===== config.mk =====
export PLATFORM = sky130hd
export DESIGN_NAME = combo_tracker
export DESIGN_NICKNAME = d
export VERILOG_FILES = /design/src/rtl/ddr_pkg.sv /design/src/rtl/lane_arbiter.sv /design/src/rtl/combo_tracker.sv
export SDC_FILE = /design/constraint.sdc
export NUM_CORES = 1
export LEC_CHECK = 0
export ABC_CLOCK_PERIOD_IN_PS = 12800
export BUFFER_PORTS_ARGS = -buffer_cell sky130_fd_sc_hd__buf_2
export CAP_MARGIN = 20
export CORE_MARGIN = 4
export CORE_UTILIZATION = 50
export CTS_CLUSTER_SIZE = 28
export DETAILED_ROUTE_END_ITERATION = 8
export PLACE_DENSITY = 0.73
export SLEW_MARGIN = 10
export SYNTH_ARGS = -nofsm -noshare
export SYNTH_HDL_FRONTEND = slang
export SYNTH_HIERARCHICAL = 1
export SYNTH_SLANG_ARGS = --single-unit

===== constraint.sdc =====
create_clock -name clk -period 12.8 [get_ports clk]
set_clock_uncertainty 0.05 [all_clocks]
set_input_delay 3.84 -clock clk [delete_from_list [all_inputs] [get_ports clk]]
set_output_delay 3.84 -clock clk [all_outputs]
set_load 0.005 [all_outputs]

===== src/rtl/ddr_pkg.sv =====
// Shared constants, FSM state encoding and multiplier lookup for the combo tracker.
package ddr_pkg;

  localparam int          COMBO_MAX   = 999;
  localparam logic [9:0]  MULT_T1     = 10'd10;
  localparam logic [9:0]  MULT_T2     = 10'd20;
  localparam logic [9:0]  MULT_T3     = 10'd30;
  localparam logic [7:0]  BASE_POINTS = 8'd10;

  typedef enum logic {
    IDLE  = 1'b0,
    DRAIN = 1'b1
  } state_e;

  function automatic logic [2:0] mult_for(input logic [9:0] c);
    logic [2:0] m;
    if (c >= MULT_T3)      m = 3'd4;
    else if (c >= MULT_T2) m = 3'd3;
    else if (c >= MULT_T1) m = 3'd2;
    else                   m = 3'd1;
    return m;
  endfunction

endpackage


===== src/rtl/lane_arbiter.sv =====
// Lowest-index-first priority encoder over pending lanes: one-hot grant plus any-valid.
module lane_arbiter #(
  parameter int LANES = 8
) (
  input  logic [LANES-1:0] req_i,
  output logic [LANES-1:0] grant_o,
  output logic             any_o
);

  // below[gi] is set when some lane with index < gi is requesting
  logic [LANES:0] below;

  assign below[0] = 1'b0;

  generate
    for (genvar gi = 0; gi < LANES; gi++) begin : g_prio
      assign grant_o[gi]  = req_i[gi] & ~below[gi];
      assign below[gi+1]  = below[gi] | req_i[gi];
    end
  endgenerate

  assign any_o = below[LANES];

endmodule


===== src/rtl/combo_tracker.sv =====
// Rhythm-game combo tracker: queues per-lane note results, drains one per cycle,
// and maintains combo, max combo, score multiplier, per-hit points and drop count.
module combo_tracker #(
  parameter int LANES     = 8,
  parameter int COMBO_MAX = ddr_pkg::COMBO_MAX
) (
  input  logic             clk,
  input  logic             rst,
  input  logic             clear,
  input  logic [LANES-1:0] noteAction,
  input  logic [LANES-1:0] noteSuccessState,
  output logic [9:0]       combo,
  output logic [9:0]       maxCombo,
  output logic [2:0]       multiplier,
  output logic             pointsValid,
  output logic [7:0]       points,
  output logic [7:0]       dropCount,
  output logic             busy
);

  import ddr_pkg::*;

  localparam logic [9:0] COMBO_CAP = 10'(COMBO_MAX);

  state_e           state_q, state_d;
  logic [LANES-1:0] pend_v_q, pend_v_d;
  logic [LANES-1:0] pend_h_q, pend_h_d;
  logic [9:0]       combo_q, combo_d;
  logic [9:0]       max_q, max_d;
  logic [2:0]       mult_q, mult_d;
  logic             pv_q, pv_d;
  logic [7:0]       points_q, points_d;
  logic [7:0]       drop_q, drop_d;
  logic             busy_q, busy_d;

  logic [LANES-1:0] grant;
  logic             any_pending;
  logic [LANES-1:0] svc, held, dropped, accept;
  logic [8:0]       drop_inc, drop_sum;

  lane_arbiter #(.LANES(LANES)) u_arb (
    .req_i   (pend_v_q),
    .grant_o (grant),
    .any_o   (any_pending)
  );

  always_comb begin
    state_d  = state_q;
    combo_d  = combo_q;
    max_d    = max_q;
    mult_d   = mult_q;
    pv_d     = 1'b0;
    points_d = points_q;

    svc     = (state_q == DRAIN && any_pending) ? grant : '0;
    // A lane still waiting after this cycle's service cannot take a new event
    held    = pend_v_q & ~svc;
    dropped = noteAction & held;
    accept  = noteAction & ~held;

    pend_v_d = held | accept;
    pend_h_d = (pend_h_q & ~accept) | (noteSuccessState & accept);

    if (|svc) begin
      if (|(svc & pend_h_q)) begin
        combo_d  = (combo_q >= COMBO_CAP) ? COMBO_CAP : combo_q + 10'd1;
        mult_d   = mult_for(combo_d);
        pv_d     = 1'b1;
        points_d = BASE_POINTS * {5'd0, mult_q};
        if (combo_d > max_q) max_d = combo_d;
      end else begin
        combo_d = 10'd0;
        mult_d  = 3'd1;
      end
    end

    drop_inc = '0;
    for (int i = 0; i < LANES; i++) drop_inc = drop_inc + 9'(dropped[i]);
    drop_sum = {1'b0, drop_q} + drop_inc;
    drop_d   = drop_sum[8] ? 8'hFF : drop_sum[7:0];

    case (state_q)
      IDLE:    if (|pend_v_d)  state_d = DRAIN;
      DRAIN:   if (!(|pend_v_d)) state_d = IDLE;
      default: state_d = IDLE;
    endcase

    busy_d = |pend_v_d;

    if (clear) begin
      state_d  = IDLE;
      pend_v_d = '0;
      pend_h_d = '0;
      combo_d  = '0;
      max_d    = '0;
      mult_d   = 3'd1;
      pv_d     = 1'b0;
      points_d = '0;
      drop_d   = '0;
      busy_d   = 1'b0;
    end
  end

  always_ff @(posedge clk or posedge rst) begin
    if (rst) begin
      state_q  <= IDLE;
      pend_v_q <= '0;
      pend_h_q <= '0;
      combo_q  <= '0;
      max_q    <= '0;
      mult_q   <= 3'd1;
      pv_q     <= 1'b0;
      points_q <= '0;
      drop_q   <= '0;
      busy_q   <= 1'b0;
    end else begin
      state_q  <= state_d;
      pend_v_q <= pend_v_d;
      pend_h_q <= pend_h_d;
      combo_q  <= combo_d;
      max_q    <= max_d;
      mult_q   <= mult_d;
      pv_q     <= pv_d;
      points_q <= points_d;
      drop_q   <= drop_d;
      busy_q   <= busy_d;
    end
  end

  assign combo       = combo_q;
  assign maxCombo    = max_q;
  assign multiplier  = mult_q;
  assign pointsValid = pv_q;
  assign points      = points_q;
  assign dropCount   = drop_q;
  assign busy        = busy_q;

endmodule


==> metrics.json <==
{
  "syn-instance-count": 344,
  "totalNegativeSetupSlack_ns": 0,
  "critical_path_arrival_ns": 7.67,
  "layout_commonest_cell": "buf_2",
  "internal_power_mw": 0.255,
  "wl_met2_um": 3330,
  "final_max_slew_violation_count": 0,
  "fillerInstances": 575,
  "pin_count_of_the_biggest_net_entering_global_routing": 56,
  "commonest_register_cell_after_synthesis": "dfrtp_1",
  "synth.area.top_cells": "dfrtp_1 (41%), ha_1 (7.5%), nor2_1 (5.2%), mux2i_1 (4.8%), a22o_1 (3.4%)",
  "area.growth.synth_to_final_pct": 12.1,
  "ioPinCount": 60,
  "final_core_utilization_pct": 58.2,
  "detail_route.drc_violations": 0,
  "grt_pass1_wl_um": 12700,
  "synthesis.area_um2": 3330,
  "finalHoldViolations": 0,
  "critPathKind": "in2reg",
  "most-common-layout-cells": "buf_2 (57), dfrtp_1 (54), nor2_1 (46)",
  "synth_async_sr_flop_share_pct": 100,
  "post-route-cell-area_um2": 3730,
  "seq_power_share_pct": 52.0,
  "irDropWorstVdd_uv": 56.5,
  "area_fraction_of_the_dominant_cell_type_after_synthesis_pct": 40.6,
  "cellPowerDensity_nw_per_um2": 97.4,
  "slew_headroom_pct": 41.7,
  "worst_slew_pin_slew_ns": 0.868,
  "wl_per_cell_um": 15.6,
  "setup_repair_after_global_routing_missed_its_margin": "no",
  "dpl.hpwl_um": 5550,
  "placement.io_buffers": 57,
  "maxUsedRoutingLayer": "met4",
  "hold_class": "reg2reg",
  "synthDominantAreaCellType": "dfrtp_1",
  "layout_cell_share_with_drive_strength_beyond_1_pct": 20.1,
  "clock_power_share_pct": 26.4,
  "drt_first_iter_violations": 172,
  "p_leak_nw": 2.00,
  "numCtsBuffers": 5,
  "ant_nets": 0,
  "globalRouteOverflowTotal": 0,
  "synth_sequential_area_ratio_pct": 41.4,
  "setup-violations-final": 0,
  "placed_area_um2": 3650,
  "cts_tree": "done",
  "wl_met1_um": 3580,
  "grtUsageTotal_pct": 20.1,
  "critical_path_rt_ns": 12.97,
  "timing.final.crit_share_pct": 58.6,
  "synth-warning-count": 6,
  "syn_area_per_cell_um2": 9.68,
  "cts_htree_levels": 2,
  "pwr-share-comb_pct": 21.6,
  "vias_per_cell": 5.73,
  "final.min_clock_period_ns": 7.50,
  "start_util_pct": 51.9,
  "netSwitchingFraction_pct": 29.8,
  "fp.dieW_um": 89.6,
  "postSynthRegisterBits": 55,
  "row_count": 29,
  "first_global_vias": 2618,
  "outcome": "complete, no violations",
  "routed_wirelength_um": 7420,
  "post_cts_resized": 0,
  "synthDistinctLibCells": 61,
  "startpoint": "noteAction[0]",
  "route.met3.wl_um": 450,
  "worst_hold_startpoint": "points[2]",
  "number_of_sinks_handled_by_clock_tree_synthesis": 55,
  "routed-via-count": 2724,
  "number_of_enable_flip_flop_cells_after_synthesis": 0,
  "fp.coreArea_um2": 6420,
  "clkSlewWorstSetupHoldPaths_ns": 0.10,
  "die-height_um": 89.6,
  "drt-pass1-iter-count": 5,
  "cp-end-kind": "register",
  "layout.nets": 441,
  "gp_congestion": 0.846,
  "clock.fmax_mhz": 133,
  "worstSetupStartpointType": "primary input",
  "worst_skew_pair.late_latency_ns": 0.30,
  "hold_buffers": 0,
  "max-clock-path-buffers": 2,
  "floorplan.die_area_um2": 8030,
  "antenna_cells": 0,
  "clk_root_buffer_cell": "clkbuf_8",
  "number_of_antenna_violations_at_the_first_check_in_global_routing": 0,
  "power.net_switching_mw": 0.108,
  "timing.max_cap.violations": 0,
  "cts.repair_timing.setup_buffer_count": 0,
  "r2r_start": "pend_v_q[0]",
  "critPathMaxFanout": 4
}
-- final timing paths --
| check | end | cells after the start | slack, ns |
|---|---|---|---|
| setup / recovery | dropCount[6] | 14 | 5.30 |
| hold / removal | points[2] | 2 | 0.48 |
| setup reg to reg | dropCount[6] | 17 | 7.57 |
| hold reg to reg | points[2] | 2 | 0.48 |
| max in group asynchronous | pend_v_q[0] | 3 | 8.56 |
| min in group asynchronous | combo[5] | 3 | 3.65 |
-- power groups by stage --
| stage | registers [mW] | logic (mW) | clock network [mW] |
|---|---|---|---|
| 2_1_floorplan | 0.192 | 0.0570 | 0 |
| 3_3_place_gp | 0.193 | 0.0778 | 0 |
| 3_5_place_dp | 0.193 | 0.0797 | 0 |
| 4_1_cts | 0.189 | 0.0804 | 0.0969 |
| 5_1_grt | 0.191 | 0.0917 | 0.105 |
| 6_report | 0.189 | 0.0786 | 0.0960 |
-- cell type report --
type                       instances  area (um^2)  area share, %
clock buffer                       7         76.3           2.04
clock inverter                     1         5.00          0.134
inverter                          24         90.1           2.41
multi-input combinational        253         1800           48.1
sequential                        55         1380           36.9
tap                               77         96.3           2.58
timing repair buffer              58          293           7.84
-- flip-flops by register name, summed over array words and instances (netlist names), 3 cells and up --
| signal | cells |
|---|---|
| multiplier | 3 |
| maxCombo | 10 |
| combo | 10 |
| pend_v_q | 8 |
| pend_h_q | 8 |
| points | 6 |
| dropCount | 8 |
-- synth_stat cells (7+ instances only) --
master	count
nor2_1	46
and2_1	7
nand3_1	8
clkbuf_1	7
nand2b_1	8
inv_1	24
a21oi_1	15
a21boi_0	9
ha_1	20
a22o_1	13
o21ai_0	12
dfrtp_1	54
nand2_1	20
mux2i_1	16
-- cells by family after synthesis --
logic type | share of synthesized area [%]
flip-flops | 41.4
buffers and inverters | 4.81
other | 0.113
XOR/XNOR | 1.84
multiplexers | 4.81
AO/OA/AOI/OAI | 16.4
adder cells (fa/ha/maj) | 10.5
AND/OR/NAND/NOR | 20.2
-- through the flow --
step | total power [mW] | hold WS [ns] | worst slack [ns] | std cells
final | 0.364 | 0.482 | 5.30 | 475
after global routing | 0.387 | 0.504 | 5.12 | 475
after CTS | 0.367 | 0.491 | 5.30 | 475
after detailed placement | 0.272 | 0.464 | 4.99 | 467
after global placement | 0.271 | 0.451 | 5.11 | 467
after floorplan | 0.249 | 0.437 | 5.34 | 345
-- worst max-delay path, stage by stage --
cell	delay, ns
buf_2	0.11
and2_1	0.15
fa_1	0.51
inv_1	0.06
fa_1	0.53
inv_1	0.05
fa_1	0.50
fa_1	0.49
fa_1	0.48
a21o_1	0.20
a21oi_1	0.28
nor2_1	0.12
and4b_1	0.21
nor3_1	0.16
-- layer usage --
metal | vias up | global-route usage (%)
li1 | 1317 | -
met3 | 4 | 3.65
met1 | 1315 | 31.2
met5 | - | 0
met2 | 88 | 29.6
met4 | 0 | 4.06
Power figures use the tool's default switching activity.
